## src/rtl/lsu_pipe.sv

```systemverilog
// lsu_pipe: handshaked load/store unit. Accepts one access at a time from the
// execute stage, issues word-aligned valid/ready bus beats with byte masks and
// returns extended load data through a one-cycle response pulse.
// Optional build macro LSU_MISALIGN_SPLIT_EN: when defined, misaligned accesses
// are issued as one beat, or two beats when they cross a word boundary; when
// undefined, misaligned accesses complete immediately with resp_err and never
// touch the bus.
module lsu_pipe #(
    parameter int XLEN = 32
) (
    input  logic              clk,
    input  logic              rst,
    input  logic              req_valid,
    output logic              req_ready,
    input  logic [XLEN-1:0]   req_addr,
    input  logic [XLEN-1:0]   req_wdata,
    input  logic [3:0]        req_op,
    output logic              resp_valid,
    output logic [XLEN-1:0]   resp_rdata,
    output logic              resp_err,
    output logic              mem_req_valid,
    input  logic              mem_req_ready,
    output logic [XLEN-1:0]   mem_addr,
    output logic              mem_write,
    output logic [XLEN/8-1:0] mem_we,
    output logic [XLEN-1:0]   mem_wdata,
    input  logic              mem_rsp_valid,
    input  logic [XLEN-1:0]   mem_rsp_rdata,
    input  logic              mem_rsp_err
);
    localparam int NB = XLEN / 8;
    localparam int OW = $clog2(NB);

    typedef enum logic [2:0] {
        S_IDLE = 3'd0,
        S_REQ0 = 3'd1,
        S_RSP0 = 3'd2,
`ifdef LSU_MISALIGN_SPLIT_EN
        S_REQ1 = 3'd3,
        S_RSP1 = 3'd4,
`endif
        S_DONE = 3'd5
    } state_t;

    state_t            state_q, state_d;
    logic [XLEN-1:0]   addr_q, addr_d;
    logic [XLEN-1:0]   wdata_q, wdata_d;
    logic [3:0]        op_q, op_d;
    logic [XLEN-1:0]   data_q, data_d;
    logic              err_q, err_d;

    // Incoming request classification (done on the live request in IDLE)
    logic              in_illegal;
`ifndef LSU_MISALIGN_SPLIT_EN
    logic [OW-1:0]     in_amask;
    logic              in_misaligned;
`endif

    // Classify the access presented in IDLE before it is latched
    always_comb begin
        in_illegal = (req_op[3] && req_op[2]) || ((XLEN == 32) && (req_op[1:0] == 2'd3));
`ifndef LSU_MISALIGN_SPLIT_EN
        in_amask      = OW'((4'd1 << req_op[1:0]) - 4'd1);
        in_misaligned = |(req_addr[OW-1:0] & in_amask);
`endif
    end

    // Geometry of the latched access: lane offset, byte span over two words
    logic [OW-1:0]     off;
    logic [7:0]        size_mask;
    logic [2*NB-1:0]   we_span;
    logic [2*XLEN-1:0] wd_span;
    logic [XLEN-1:0]   base_addr;

    // Byte-enable and store-data spans cover beat0 (low half) and beat1 (high half)
    always_comb begin
        off = addr_q[OW-1:0];
        case (op_q[1:0])
            2'd0:    size_mask = 8'h01;
            2'd1:    size_mask = 8'h03;
            2'd2:    size_mask = 8'h0F;
            default: size_mask = 8'hFF;
        endcase
        we_span   = ((2*NB)'(size_mask)) << off;
        wd_span   = {{XLEN{1'b0}}, wdata_q} << {off, 3'b000};
        base_addr = {addr_q[XLEN-1:OW], {OW{1'b0}}};
    end

`ifdef LSU_MISALIGN_SPLIT_EN
    logic              need_beat1;
    logic [OW+3:0]     beat1_shift;

    // Second beat exists only when the byte span spills past the word end
    always_comb begin
        need_beat1  = |we_span[2*NB-1:NB];
        beat1_shift = (OW+4)'(XLEN) - (OW+4)'({off, 3'b000});
    end
`else
    // Without splitting, an accepted access never crosses a word, so the
    // upper halves of the spans are always zero and intentionally unused.
    logic unused_hi;
    assign unused_hi = ^{we_span[2*NB-1:NB], wd_span[2*XLEN-1:XLEN]};
`endif

    // Load result extension from 8<<size bits, signed unless op[2] is set
    logic [6:0]        ext_bits;
    logic [XLEN-1:0]   ext_mask;
    logic [XLEN-1:0]   ext_top;
    logic              ext_neg;
    logic [XLEN-1:0]   load_ext;

    // Build the width mask and its top bit without a variable bit index
    always_comb begin
        ext_bits = 7'd8 << op_q[1:0];
        ext_mask = ~({XLEN{1'b1}} << ext_bits);
        ext_top  = ext_mask & ~(ext_mask >> 1);
        ext_neg  = !op_q[2] && (|(data_q & ext_top));
        load_ext = ext_neg ? (data_q | ~ext_mask) : (data_q & ext_mask);
    end

    // Next-state logic and capture of request fields / response data
    always_comb begin
        state_d = state_q;
        addr_d  = addr_q;
        wdata_d = wdata_q;
        op_d    = op_q;
        data_d  = data_q;
        err_d   = err_q;
        case (state_q)
            S_IDLE: begin
                if (req_valid) begin
                    addr_d  = req_addr;
                    wdata_d = req_wdata;
                    op_d    = req_op;
                    data_d  = '0;
                    err_d   = 1'b0;
                    if (in_illegal) begin
                        err_d   = 1'b1;
                        state_d = S_DONE;
                    end
`ifndef LSU_MISALIGN_SPLIT_EN
                    else if (in_misaligned) begin
                        err_d   = 1'b1;
                        state_d = S_DONE;
                    end
`endif
                    else begin
                        state_d = S_REQ0;
                    end
                end
            end
            S_REQ0: begin
                if (mem_req_ready) state_d = S_RSP0;
            end
            S_RSP0: begin
                if (mem_rsp_valid) begin
                    data_d = mem_rsp_rdata >> {off, 3'b000};
                    if (mem_rsp_err) begin
                        err_d   = 1'b1;
                        state_d = S_DONE;
                    end
`ifdef LSU_MISALIGN_SPLIT_EN
                    else if (need_beat1) begin
                        state_d = S_REQ1;
                    end
`endif
                    else begin
                        state_d = S_DONE;
                    end
                end
            end
`ifdef LSU_MISALIGN_SPLIT_EN
            S_REQ1: begin
                if (mem_req_ready) state_d = S_RSP1;
            end
            S_RSP1: begin
                if (mem_rsp_valid) begin
                    data_d  = data_q | (mem_rsp_rdata << beat1_shift);
                    err_d   = mem_rsp_err;
                    state_d = S_DONE;
                end
            end
`endif
            S_DONE:  state_d = S_IDLE;
            default: state_d = S_IDLE;
        endcase
    end

    // Moore outputs: bus beat fields are held stable from latched state
    always_comb begin
        req_ready     = (state_q == S_IDLE);
        mem_req_valid = 1'b0;
        mem_addr      = '0;
        mem_write     = 1'b0;
        mem_we        = '0;
        mem_wdata     = '0;
        case (state_q)
            S_REQ0: begin
                mem_req_valid = 1'b1;
                mem_addr      = base_addr;
                mem_write     = op_q[3];
                if (op_q[3]) begin
                    mem_we    = we_span[NB-1:0];
                    mem_wdata = wd_span[XLEN-1:0];
                end
            end
`ifdef LSU_MISALIGN_SPLIT_EN
            S_REQ1: begin
                mem_req_valid = 1'b1;
                mem_addr      = base_addr + XLEN'(NB);
                mem_write     = op_q[3];
                if (op_q[3]) begin
                    mem_we    = we_span[2*NB-1:NB];
                    mem_wdata = wd_span[2*XLEN-1:XLEN];
                end
            end
`endif
            default: ;
        endcase
        resp_valid = (state_q == S_DONE);
        resp_err   = resp_valid && err_q;
        resp_rdata = (resp_valid && !err_q && !op_q[3]) ? load_ext : '0;
    end

    // State and datapath registers with synchronous reset
    always_ff @(posedge clk) begin
        if (rst) begin
            state_q <= S_IDLE;
            addr_q  <= '0;
            wdata_q <= '0;
            op_q    <= '0;
            data_q  <= '0;
            err_q   <= 1'b0;
        end else begin
            state_q <= state_d;
            addr_q  <= addr_d;
            wdata_q <= wdata_d;
            op_q    <= op_d;
            data_q  <= data_d;
            err_q   <= err_d;
        end
    end

endmodule
```

## config.mk

```make
export PLATFORM = sky130hd
export DESIGN_NAME = lsu_pipe
export DESIGN_NICKNAME = d
export VERILOG_FILES = /design/src/rtl/lsu_pipe.sv
export SDC_FILE = /design/constraint.sdc
export NUM_CORES = 1
export LEC_CHECK = 0
export BUFFER_PORTS_ARGS = -buffer_cell sky130_fd_sc_hd__buf_2
export CAP_MARGIN = 0
export CORE_UTILIZATION = 32
export CTS_CLUSTER_SIZE = 8
export DETAILED_ROUTE_END_ITERATION = 8
export PLACE_DENSITY = 0.56
export SETUP_SLACK_MARGIN = 0.5
export SKIP_LAST_GASP = 1
export SLEW_MARGIN = 0
export SYNTH_ARGS = -nofsm -noshare
export SYNTH_HDL_FRONTEND = slang
export SYNTH_SLANG_ARGS = --single-unit
```

## constraint.sdc

```tcl
create_clock -name clk -period 1.95 [get_ports clk]
set_input_delay 0.0975 -clock clk [delete_from_list [all_inputs] [get_ports clk]]
set_output_delay 0.0975 -clock clk [all_outputs]
set_load 0.1 [all_outputs]
```

==> impl_summary.md, run 1 <==
Status
The run finished with clean final reports.

Die
The width of the die is 134.4 um. The die outline area is 18050 um^2. Measured along the y axis, the die boundary spans 134.4 um. In this run the standard cell core region covers 17180 um^2. Once the floorplan was initialized, standard cells occupied 32.64% of the core. For this design the top-level I/O count stands at 211. The standard-cell row count is 48.

Yosys
In this run the cell area of the synthesized design comes to 5607 um^2. Of the post-synthesis cell area, the dominant cell type holds 37.13%. The most used flip-flop cell after synthesis is sky130_fd_sc_hd__dfxtp_1. In the synthesized netlist the async set-or-reset flop fraction comes to 0%. The synthesized design spends more area on one cell type than any other, namely sky130_fd_sc_hd__dfxtp_1.

The count of synthesis-stage warnings from yosys is 0. After synthesis, the cell types taking the most area are sky130_fd_sc_hd__dfxtp_1 (37%), sky130_fd_sc_hd__a21oi_1 (9.9%), sky130_fd_sc_hd__nand2_1 (9.6%). The share of the Yosys chip area taken by registers is 37.13%. The count of flip-flops with a built-in enable after synthesis is 0. The count of mapped cells out of synthesis is 704. In this run, synthesis produced a sequential element count of 104.

Sorting the synthesized cells by how often they occur yields sky130_fd_sc_hd__nand2_1 (144), sky130_fd_sc_hd__a21oi_1 (111), sky130_fd_sc_hd__dfxtp_1 (104), sky130_fd_sc_hd__and2_1 (46), sky130_fd_sc_hd__nor2_1 (35). The post-synthesis cell type count is 39. A synthesized cell averages 7.964 um^2. In the post-synthesis netlist, the cell with the most instances is sky130_fd_sc_hd__nand2_1.

STA
The minimum hold slack is 0.02193 ns. The final-report max-slew violation count is 0. After layout, the worst path uses 99.37% of the clock period.

Setup repair after global routing could not meet its margin everywhere. The worst-case clock skew is 0.006851 ns. The fmax is 516.1 MHz.

The transition time at the pin with the least slew margin is 0.5648 ns. The worst path in the final design needs a cycle of 1.938 ns, including I/O delays and setup. Setup violations remaining at the end of the flow were counted as 0.

The final hold violation count came to 0. The relative max-transition margin is 62.34%.

Worst setup path
For flop-to-flop paths, the worst setup slack is 0.17 ns. Of all nets on the critical path, the largest fanout is 7. By startpoint and endpoint, the worst setup path is classified as flop to primary output. STA puts the critical path data required time at 1.85 ns. The nature of the critical path startpoint is a flop.

The data arrival time at the worst-slack endpoint is 1.84 ns. The most critical setup path has its startpoint at state_q[2]. In this run the critical register-to-register path is launched from state_q[1]. The critical path endpoint category is a primary output.

The worst-case reg-to-reg path depth is 5.

Clock network
The clock tree synthesis step divided the H-tree into 3 levels. Clock-pin slew was measured on the worst setup and hold paths at 0.07 ns. TritonCTS created 9 clock buffers. The clock root buffer is sky130_fd_sc_hd__clkbuf_16. For this design, the sink count on the clock tree is 104. The clock network latency to the later pin of the worst-skew pair is 0.35 ns.

The TritonCTS clock tree is done. The maximum count of clock buffers along a single path is 2.

Final layout
After the flow finishes, the layout carries non-filler instances totaling 1254. The finished cells cover 11210 um^2. The total number of nets in the final design is 1130.

Measured on the finished design, the core utilization comes to 65.29%. The number of fillers in the final layout is 1358. Of the cells placed in the final design, the portion with a size suffix greater than 1 is 47.76%. The area growth from synthesis to layout is 100.0%.

Place
The routability congestion estimate is 0.8505. The placed cell count is 1110. The cell area reported after detailed placement is 9179 um^2.

Input and output buffers added on the ports amount to 208. Summed over all nets, the half-perimeter wirelength after detailed placement is 13720 um.

Global route
The first global-routing pass estimated 33800 um of wire. Global routing used 24.09% of the available tracks across all layers. The via count of the first global-routing pass came to 6340. Entering global routing, the biggest net connects 45 pins.

The total congestion overflow is 0. The initial antenna violation count came to 1.

Min path
The worst hold path passes through 3 cells. The hold path startpoint is req_wdata[19]. The worst hold path belongs to the class input pin to flop.

Route
Before antenna repair, the detailed router went through 5 iterations. The final wirelength is 23520 um. The number of design-rule violations left by the first detailed-router iteration is 483. The antenna violation net count after detailed routing is 0. In the routed design, unresolved DRC markers number 0.

Dividing the detail-routed wire length by the instance count gives 18.75 um. The detailed-route via count is 6499. The mean number of vias per cell is 5.183.

Power and ir drop
In this run the static leakage power is 4.283 nW. The total design power is 6.177 mW. The internal power summed over all cells is 4.121 mW. The combinational power share is 34.0%.

Of the total power, the share spent switching nets is 33.29%. The switching power is 2.057 mW. The sequential fraction of design power is 38.0%.

The clock network accounts for 28.0% of the total power. IR analysis of the VDD net gives a maximum drop of 0.4716 mV. The power per cell area is 550.8 nW/um^2.

Flow run
The tool flagged a number of max-cap violations equal to 0.
## worst max-delay path: stages (launching register included)
cell and delay, ns:
sky130_fd_sc_hd__dfxtp_4 0.37, sky130_fd_sc_hd__nand4bb_4 0.32, sky130_fd_sc_hd__or2_4 0.31, sky130_fd_sc_hd__buf_12 0.16, sky130_fd_sc_hd__a21oi_4 0.13, sky130_fd_sc_hd__buf_12 0.19
## metal layers
metal | global-route usage [%] | vias up | share of wire (%)
li1 | - | 3082 | -
met1 | 30.13 | 3111 | 40
met2 | 40.36 | 258 | 50
met3 | 4.800 | 48 | 7.1
met4 | 9.988 | 0 | 3.2
met5 | 0 | - | 0
## sequential cells by signal (all words and copies together), names as in the netlist
| register | cells |
|---|---|
| data_q | 32 |
| state_q | 3 |
| op_q | 4 |
| err_q | 1 |
| wdata_q | 32 |
| addr_q | 32 |
## what timing repair did
item,4_1_cts,5_1_grt
hold buffers,67,0
setup endpoints to repair,205,206
hold endpoints to repair,67,0
pin swaps,7,7
gates cloned,10,11
resized for setup,51,29
setup buffers,25,15
## path summary, 6_finish.rpt
| kind | endpoint |
|---|---|
| setup / recovery | mem_we[1] |
| hold / removal | wdata_q[19] |
| setup reg to reg | data_q[14] |
| hold reg to reg | addr_q[31] |
## cell type report
class                      count  area, um^2  share of cell area (%)
sequential                   104        2100                   18.72
timing repair buffer         378        4599                   41.01
multi-input combinational    524        3939                   35.12
clock buffer                  13       250.2                   2.231
tap                          225       281.5                   2.510
clock inverter                 2       16.27                  0.1450
antenna                        1       2.502                 0.02231
inverter                       7       26.28                  0.2343
## kinds of logic (layout without fill, tap and decap cells)
group | after synthesis | count (layout) | share of synthesized area (%)
buf+inv | 78 | 400 | 6.963
other cells | 1 | 3 | 0.06689
compound gates | 177 | 177 | 19.06
mux | 41 | 41 | 9.484
simple gates | 303 | 304 | 27.29
flops | 104 | 104 | 37.13
## power by group through the flow
stage                     clock network, mW  logic, mW  registers (mW)
after global routing                   1.85       2.21            2.36
after detailed placement                  0       1.46            2.40
after CTS                              1.77       1.87            2.35
after global placement                    0       1.45            2.40
after floorplan                           0       1.03            2.35
final                                  1.73       2.10            2.35
## layout by cell type (no fill, tap or decap), types with 3 or more instances in the layout
cell type / synthesis / routed
sky130_fd_sc_hd__nor3_1: 16 / 10
sky130_fd_sc_hd__a221oi_2: 1 / 3
sky130_fd_sc_hd__clkbuf_1: 32 / 3
sky130_fd_sc_hd__clkbuf_16: 0 / 14
sky130_fd_sc_hd__nor2_1: 35 / 16
sky130_fd_sc_hd__a211oi_4: 0 / 9
sky130_fd_sc_hd__buf_2: 27 / 107
sky130_fd_sc_hd__o2111ai_1: 8 / 8
sky130_fd_sc_hd__buf_8: 0 / 4
sky130_fd_sc_hd__o211ai_1: 8 / 8
sky130_fd_sc_hd__inv_1: 5 / 5
sky130_fd_sc_hd__and2_4: 0 / 45
sky130_fd_sc_hd__buf_6: 5 / 20
sky130_fd_sc_hd__nand2_1: 144 / 144
sky130_fd_sc_hd__buf_12: 0 / 117
sky130_fd_sc_hd__buf_16: 0 / 9
sky130_fd_sc_hd__mux2i_1: 16 / 9
sky130_fd_sc_hd__mux2_2: 17 / 16
sky130_fd_sc_hd__buf_4: 7 / 48
sky130_fd_sc_hd__mux2i_2: 0 / 5
sky130_fd_sc_hd__mux4_2: 8 / 8
sky130_fd_sc_hd__nand3_1: 26 / 26
sky130_fd_sc_hd__nor2b_1: 9 / 8
sky130_fd_sc_hd__a21oi_1: 111 / 99
sky130_fd_sc_hd__o21ai_0: 9 / 8
sky130_fd_sc_hd__dfxtp_4: 0 / 4
sky130_fd_sc_hd__dfxtp_1: 104 / 98
sky130_fd_sc_hd__a2bb2oi_2: 0 / 8
sky130_fd_sc_hd__nor3_4: 0 / 17
sky130_fd_sc_hd__nor2_4: 0 / 17
sky130_fd_sc_hd__a211oi_1: 18 / 8
sky130_fd_sc_hd__dlygate4sd3_1: 0 / 67
sky130_fd_sc_hd__a221oi_1: 9 / 7
sky130_fd_sc_hd__a21oi_4: 0 / 11
## through the flow
stage,setup WS [ns],setup TNS (ns)
after floorplan,-0.2938,-4.768
after global placement,0.2000,0
after detailed placement,0.1684,0
after CTS,0.01945,0
after global routing,-0.02791,-0.2502
final,0.01226,0
Note: power is estimated with default switching activity, not from simulation.
==> run 2: changes to the inputs <==
--- a/config.mk
+++ b/config.mk
@@ -5,6 +5,7 @@
 export SDC_FILE = /design/constraint.sdc
 export NUM_CORES = 1
 export LEC_CHECK = 0
+export ABC_AREA = 1
 export BUFFER_PORTS_ARGS = -buffer_cell sky130_fd_sc_hd__buf_2
 export CAP_MARGIN = 0
 export CORE_UTILIZATION = 32
==> run 2 against run 1 <==
Net effect: maximum frequency up 1.9%; sequential power up 14%; the flow now finishes with violations (negative hold slack); critical endpoint is now resp_rdata[22]; sequential cell count unchanged.
==> impl_summary.md, run 2 <==
Die
The y dimension of the die is 132.0 um. The die is 132.0 um wide. The I/O pin total is 211. The standard-cell row count is 47. The die covers 17410 um^2. The floorplan step defined a core boundary enclosing 16520 um^2. For this configuration, the core starts out at a cell density of 32.70%.

Global route
The initial antenna violation count was 3. The pin count of the biggest net entering global routing is 71. The first global-routing pass estimated 32960 um of wire. The via count of the first global-routing pass came to 6155. The total congestion overflow is 0. Global routing used 24.04% of the available tracks.

Clock network
The clock transition at the registers of the reported paths is 0.08 ns. The TritonCTS clock tree is done. CTS built an H-tree with a depth of 3. The clock sink count is 104.

The maximum count of clock buffers along a single path is 2. CTS placed an instance of sky130_fd_sc_hd__clkbuf_16 at the clock tree root. The number of clock buffers added by TritonCTS is 9. The clock network latency to the later pin of the worst-skew pair is 0.37 ns.

STA
The transition time at the pin with the least slew margin is 0.7705 ns. The worst-case clock skew is 0.01246 ns. The minimum hold slack is -0.01600 ns. The final-report max-slew violation count is 0. The portion of the clock cycle consumed by the worst path in the final layout is 97.51%. The final hold violation count was 12. Measured against its own limit, the worst slew margin works out to 48.56%. Timing would allow up to 525.9 MHz. The setup violation total in the final timing report is 0. Setup repair after global routing could not meet its margin everywhere. The aggregate negative setup slack is 0 ns. Subtracting the final worst setup slack from the clock period gives 1.901 ns.

Worst setup path
The required time of the critical path is 1.85 ns. The setup path with the least slack is of type flop to primary output. Of all nets on the critical path, the largest fanout is 8. STA classifies the critical path endpoint as a primary output. The worst setup path is launched from a flop.

The data arrival time at the worst-slack endpoint is 1.80 ns.

Status
The checks that failed: negative hold slack. The flow ran to the end, but the final reports show violations.

Power and ir drop
The portion of total power attributed to the clock network is 18.1%. Sequential cells account for 26.1% of the total power. The switching share of total power is 44.83%. The total design power is 10.23 mW. The peak supply drop is 0.5345 mV. The internal portion of the total power is 5.646 mW. In this run the power spent charging and discharging nets is 4.589 mW.

The combinational power share is 55.8%. The static leakage power is 4.643 nW. The power per cell area is 852.4 nW/um^2.

Final layout
Leaving out fill and tap cells, the most frequent cells in the layout are sky130_fd_sc_hd__buf_12 (126), sky130_fd_sc_hd__nand2_1 (121), sky130_fd_sc_hd__buf_2 (105), sky130_fd_sc_hd__dfxtp_1 (97), sky130_fd_sc_hd__inv_1 (83). Cells with a size suffix above 1 make up 56.63% of the layout. For this run, the post-layout net count is 1240. The post-layout instance count excluding filler cells is 1362.

The largest registers in the layout are addr_q: 32 flops, data_q: 32 flops, wdata_q: 32 flops. The area growth from synthesis to layout is 122.2%. The final cell utilization of the core is 72.66%. The layout has 1125 filler cells. The most common library cell in the layout ignoring fill and taps is sky130_fd_sc_hd__buf_12.

Yosys
Yosys mapped a number of flops with a built-in enable equal to 0. The area share of the largest cell type after synthesis is 38.53%. The share of synthesized registers carrying an async set or reset is 0%. Summing every instance area after synthesis gives 5404 um^2.

The post-synthesis cell type count is 24. Summed over all instances, the cell type with the most area after synthesis is sky130_fd_sc_hd__dfxtp_1. Synthesis inferred 104 register bits.

The average instance area after synthesis is 6.373 um^2. The count of mapped cells out of synthesis is 848. After synthesis, the cell types taking the most area are sky130_fd_sc_hd__dfxtp_1 (39%), sky130_fd_sc_hd__nand2_1 (11%), sky130_fd_sc_hd__o21ai_0 (10%).

The most used flip-flop cell after synthesis is sky130_fd_sc_hd__dfxtp_1. The most frequent cell after synthesis is sky130_fd_sc_hd__nand2_1. By count the netlist is led by sky130_fd_sc_hd__nand2_1 (152), sky130_fd_sc_hd__nor2_1 (126), sky130_fd_sc_hd__o21ai_0 (110), sky130_fd_sc_hd__a21oi_1 (108), sky130_fd_sc_hd__dfxtp_1 (104). Sequential elements use 38.53% of the synthesized area. The count of synthesis-stage warnings from yosys is 0.

Route
Once detail routing completed, the nets flagged for antenna violations numbered 0. The number of design-rule violations left by the first detailed-router iteration is 559. The routed layout has 7136 vias. Wires add up to 27080 um. The wire length per cell is 19.89 um. The DRC violation count after routing is 0. The mean number of vias per cell is 5.239.

The pre-antenna-repair detailed-routing pass consisted of 5 iterations.

Flow run
The count of max-cap constraint violations is 0.

Place
Port buffering added 208 buffers. Including well taps, the total number of placed cells is 1240. Detailed placement finished with a half-perimeter wire length of 13990 um. The routability congestion estimate is 0.9114.

Min path
The class of the tightest hold or removal check is input pin to flop.
-- run 2: cell count changes after synthesis, sizes merged, moves of 9 or more --
cell and change:
mux2i -16, inv +92, nor2 +104, a221oi -10, nor3 -28, nor2b -9, mux2 -17, and2 -46
nand3 +37, a2bb2oi -9, a211oi -18, o21ai +101, nand2 +11
-- run 2: area by class of cell --
cell class	count	area [um^2]	share of cell area [%]
diodes	3	7.507	0.06253
clock buffers	9	225.2	1.876
clock inverters	7	61.31	0.5106
inverters	98	415.4	3.460
multi-input cells	594	4524	37.68
flip-flops and latches	104	2101	17.50
well taps	220	275.3	2.293
repair buffers	325	4380	36.48
repair inverters	2	16.27	0.1355
-- run 2: critical path: stages (launching register included) --
cell and delay (ns):
sky130_fd_sc_hd__dfxtp_2 0.34, sky130_fd_sc_hd__inv_4 0.08, sky130_fd_sc_hd__nand3_4 0.08, sky130_fd_sc_hd__nor3_4 0.22, sky130_fd_sc_hd__buf_12 0.17, sky130_fd_sc_hd__buf_12 0.11
sky130_fd_sc_hd__nand2_8 0.11, sky130_fd_sc_hd__nor2_4 0.13, sky130_fd_sc_hd__buf_12 0.18
-- run 2: cells by family (layout without fill, tap and decap cells) --
kind of cell | after synthesis | after routing | share of synthesized area (%)
AO/OA/AOI/OAI | 226 | 226 | 21.12
buffers and inverters | 158 | 441 | 12.39
other | 1 | 5 | 0.06939
flip-flops | 104 | 104 | 38.53
AND/OR/NAND/NOR | 359 | 366 | 27.90
-- run 2: path summary, 6_finish.rpt --
| check | start | end | slack [ns] | depth (start not counted) |
|---|---|---|---|---|
| min reg2reg | wdata_q[25] | wdata_q[25] | 0.47 | 2 |
| max | state_q[1] | resp_rdata[22] | 0.05 | 8 |
| min | req_addr[13] | addr_q[13] | -0.02 | 3 |
| max reg2reg | state_q[2] | data_q[23] | 0.12 | 10 |
-- run 2: per-layer routing --
metal  up-vias  part of all wire [%]  global-route usage, %
li1       3322                     -                      -
met1      3410                    41                  30.85
met2       342                    50                  40.65
met3        62                   6.0                  3.768
met4         0                   3.4                  8.721
met5         -                     0                      0
-- run 2: power by group through the flow --
stage / clock (mW) / combinational, mW / sequential [mW]
final: 1.85 / 5.71 / 2.67
after global routing: 1.94 / 5.95 / 2.70
after global placement: 0 / 3.39 / 2.67
after detailed placement: 0 / 3.41 / 2.67
after CTS: 1.83 / 4.10 / 2.63
after floorplan: 0 / 2.52 / 2.64
-- run 2: repair_timing --
action,CTS,global route
hold buffers,8,0
cloned,11,30
hold endpoints to repair,8,0
setup endpoints to repair,151,202
pin swaps,30,57
resized for setup,83,297
setup buffers,34,20
-- run 2: metrics by stage --
stage / setup WS [ns] / cell area [um^2]
6_report: 0.04862 / 12010
5_1_grt: 0.000009548 / 12010
4_1_cts: 0.07382 / 10320
3_5_place_dp: 0.1846 / 9133
3_3_place_gp: 0.1975 / 9133
2_1_floorplan: 0.09302 / 6414
==> run 3: changes to the inputs <==
--- a/config.mk
+++ b/config.mk
@@ -12,7 +12,7 @@
 export CTS_CLUSTER_SIZE = 8
 export DETAILED_ROUTE_END_ITERATION = 8
 export PLACE_DENSITY = 0.56
-export SETUP_SLACK_MARGIN = 0.5
+export SETUP_SLACK_MARGIN = 0.02
 export SKIP_LAST_GASP = 1
 export SLEW_MARGIN = 0
 export SYNTH_ARGS = -nofsm -noshare
==> constraint.sdc (replaced) <==
create_clock -name clk -period 2.2 [get_ports clk]
set_input_delay 0.11 -clock clk [delete_from_list [all_inputs] [get_ports clk]]
set_output_delay 0.11 -clock clk [all_outputs]
set_load 0.1 [all_outputs]
==> run 3 against run 2 <==
Net effect: the run still ends with negative hold slack left; power decreased by 34%; global-route usage decreased by 2.4 points; clock-buffer cell count unchanged; critical path depth decreased by 2; critical endpoint is now mem_wdata[18].
==> impl_summary.md, run 3 (synthesized netlist as in run 2, its figures left out) <==
Global route
The initial antenna violation count came to 0. Summed over all layers, the global routing overflow is 0. The wire length of the first global-routing pass is 29790 um. The total routing usage reported by global routing is 21.63%.

The via count of the first global-routing pass is 5689. Entering global routing, the biggest net connects 84 pins.

Worst setup path
The critical path endpoint category is a primary output. At the worst endpoint, the required time is 2.09 ns. The critical-path maximum fanout is 9. Data arrives at the worst endpoint at 1.96 ns. The worst register-to-register path has a setup slack of 0.49 ns. The category of the critical setup timing path is flop to primary output. The nature of the critical path startpoint is a flop.

STA
The final hold violation count was 1. The fmax is 483.8 MHz. The post-route worst setup slack is 0.1331 ns. On the final layout, the worst clock skew is 0.004796 ns. On the final layout, the worst hold slack is -0.002964 ns. Headroom to the max-slew limit came out at 54.92%. The aggregate negative setup slack is 0 ns. The transition time at the pin with the least slew margin is 0.6691 ns. The portion of the clock cycle consumed by the worst path in the final layout is 93.95%. Setup repair after global routing could not meet its margin everywhere. The setup violation total in the final timing report is 0. The final-report max-slew violation count is 0. The smallest clock period supported by the final layout is computed as 2.067 ns.

Clock network
The root buffer cell chosen for the clock tree is sky130_fd_sc_hd__clkbuf_16. The clock transition at the registers of the reported paths is 0.08 ns. The TritonCTS clock tree is done. The number of H-tree levels is 3. The buffer count from post-CTS setup fixing is 0.

CTS saw 104 sinks. Counting the buffers created by CTS gives 9. The clock passes through at most 2 buffers. The clock network latency to the later pin of the worst-skew pair is 0.36 ns.

Place
The count of input and output buffers is 208. The placed cell count is 1241. Summed over all nets, the half-perimeter wirelength after detailed placement is 13760 um. Timing analysis after detailed placement gives a worst setup slack of 0.3503 ns. The routability congestion estimate is 0.9210.

Die
The die is 132.0 um wide. The standard-cell row count is 47. In this run the count of I/O pins placed on the die edge is 211. The area inside the core boundary is 16520 um^2. Measured along the y axis, the die boundary spans 132.0 um. For this configuration, the core starts out at a cell density of 32.70%. The die outline area is 17410 um^2.

Route
The mean number of vias per cell is 4.775. After detailed routing, the total wire length is 18570 um. The DRC violation count after routing is 0. The number of design-rule violations left by the first detailed-router iteration is 353.

The final route contains 6045 vias. The antenna violation net count after detailed routing is 0. In the final routed layout, each cell accounts on average for 14.67 um. For this run, the detailed router's first-pass iteration total came to 5.

Final layout
The share of final-layout standard cells stronger than drive strength 1 is 33.11%. The largest registers in the layout are addr_q: 32 flops, data_q: 32 flops, wdata_q: 32 flops. The most common library cell in the layout ignoring fill and taps is sky130_fd_sc_hd__nand2_1.

The post-layout instance count excluding filler cells is 1266. For this run, the share of the core covered by cells in the final layout is 52.92%. Relative to the synthesized area, the layout overhead comes to 61.82%. The top cell types in the final layout, fill and taps aside, are sky130_fd_sc_hd__nand2_1 (151), sky130_fd_sc_hd__o21ai_0 (109), sky130_fd_sc_hd__buf_2 (108), sky130_fd_sc_hd__dfxtp_1 (103), sky130_fd_sc_hd__buf_12 (100). The final layout contains 1146 nets.

Power and ir drop
In this run, the clock network consumes 26.0% of the power. The analysis attributes to cell leakage a power of 3.678 nW. Internal power comes to 3.931 mW. Of the total power, combinational logic draws 39.7%.

The switching share of total power is 41.84%. IR analysis of the VDD net gives a maximum drop of 0.4309 mV. The switching power is 2.828 mW. Power spread over the standard cell area amounts to 773.0 nW/um^2. In this run, flip-flops and latches consume 34.3% of the power.

Flow run
The count of max-cap constraint violations is 0.

Status
The checks that failed: negative hold slack. The flow ran to the end, but the final reports show violations.

Min path
The class of the tightest hold or removal check is input pin to flop.
==> run 3: cell type report <==
cell class / count / area, um^2
diodes: 1 / 2.502
clock buffers: 9 / 225.2
clock inverters: 7 / 101.3
fillers: 1604 / 7780
inverters: 98 / 371.6
multi-input cells: 587 / 2879
flip-flops and latches: 104 / 2083
well taps: 220 / 275.3
repair buffers: 240 / 2806
==> run 3: critical path, stage by stage (launching register included) <==
cell                      delay, ns
sky130_fd_sc_hd__dfxtp_1       0.33
sky130_fd_sc_hd__inv_2         0.11
sky130_fd_sc_hd__nand3_2       0.12
sky130_fd_sc_hd__nor2_4        0.19
sky130_fd_sc_hd__nand2_1       0.27
sky130_fd_sc_hd__o22ai_1       0.36
sky130_fd_sc_hd__buf_12        0.22
==> run 3: repair_timing <==
item | CTS | global route
setup endpoints to repair | 11 | 28
hold buffers | 8 | 0
gates cloned | 0 | 0
resized for setup | 3 | 5
hold endpoints to repair | 8 | 0
==> run 3: per-stage QoR <==
step                      total power, mW  hold slack, ns  cell area, um^2
after floorplan                     4.218          0.2528             5612
after global placement              5.003          0.3615             8309
after detailed placement            5.024          0.3724             8309
after CTS                           6.804       0.0002102             8723
after global routing                7.175        0.003442             8742
final                               6.759       -0.002964             8745
==> run 3: routing by layer <==
metal	GRT usage, %	routed length, um	up-vias
met4	6.977	340	0
li1	-	-	3087
met2	35.63	8831	204
met3	7.266	1619	24
met5	0	0	-
met1	26.45	7782	2730
==> run 3: worst paths after layout <==
kind                     start       endpoint  cells after the start
setup / recovery    state_q[1]  mem_wdata[18]                      6
hold / removal    req_wdata[8]     wdata_q[8]                      3
setup reg to reg     addr_q[1]     data_q[21]                      7
hold reg to reg      addr_q[5]      addr_q[5]                      2
==> run 3: power by group through the flow <==
stage	combinational, mW	clock (mW)	sequential, mW
after global routing	2.95	1.88	2.35
after CTS	2.69	1.80	2.31
after floorplan	1.89	0	2.33
after detailed placement	2.67	0	2.35
final	2.68	1.76	2.32
after global placement	2.66	0	2.35
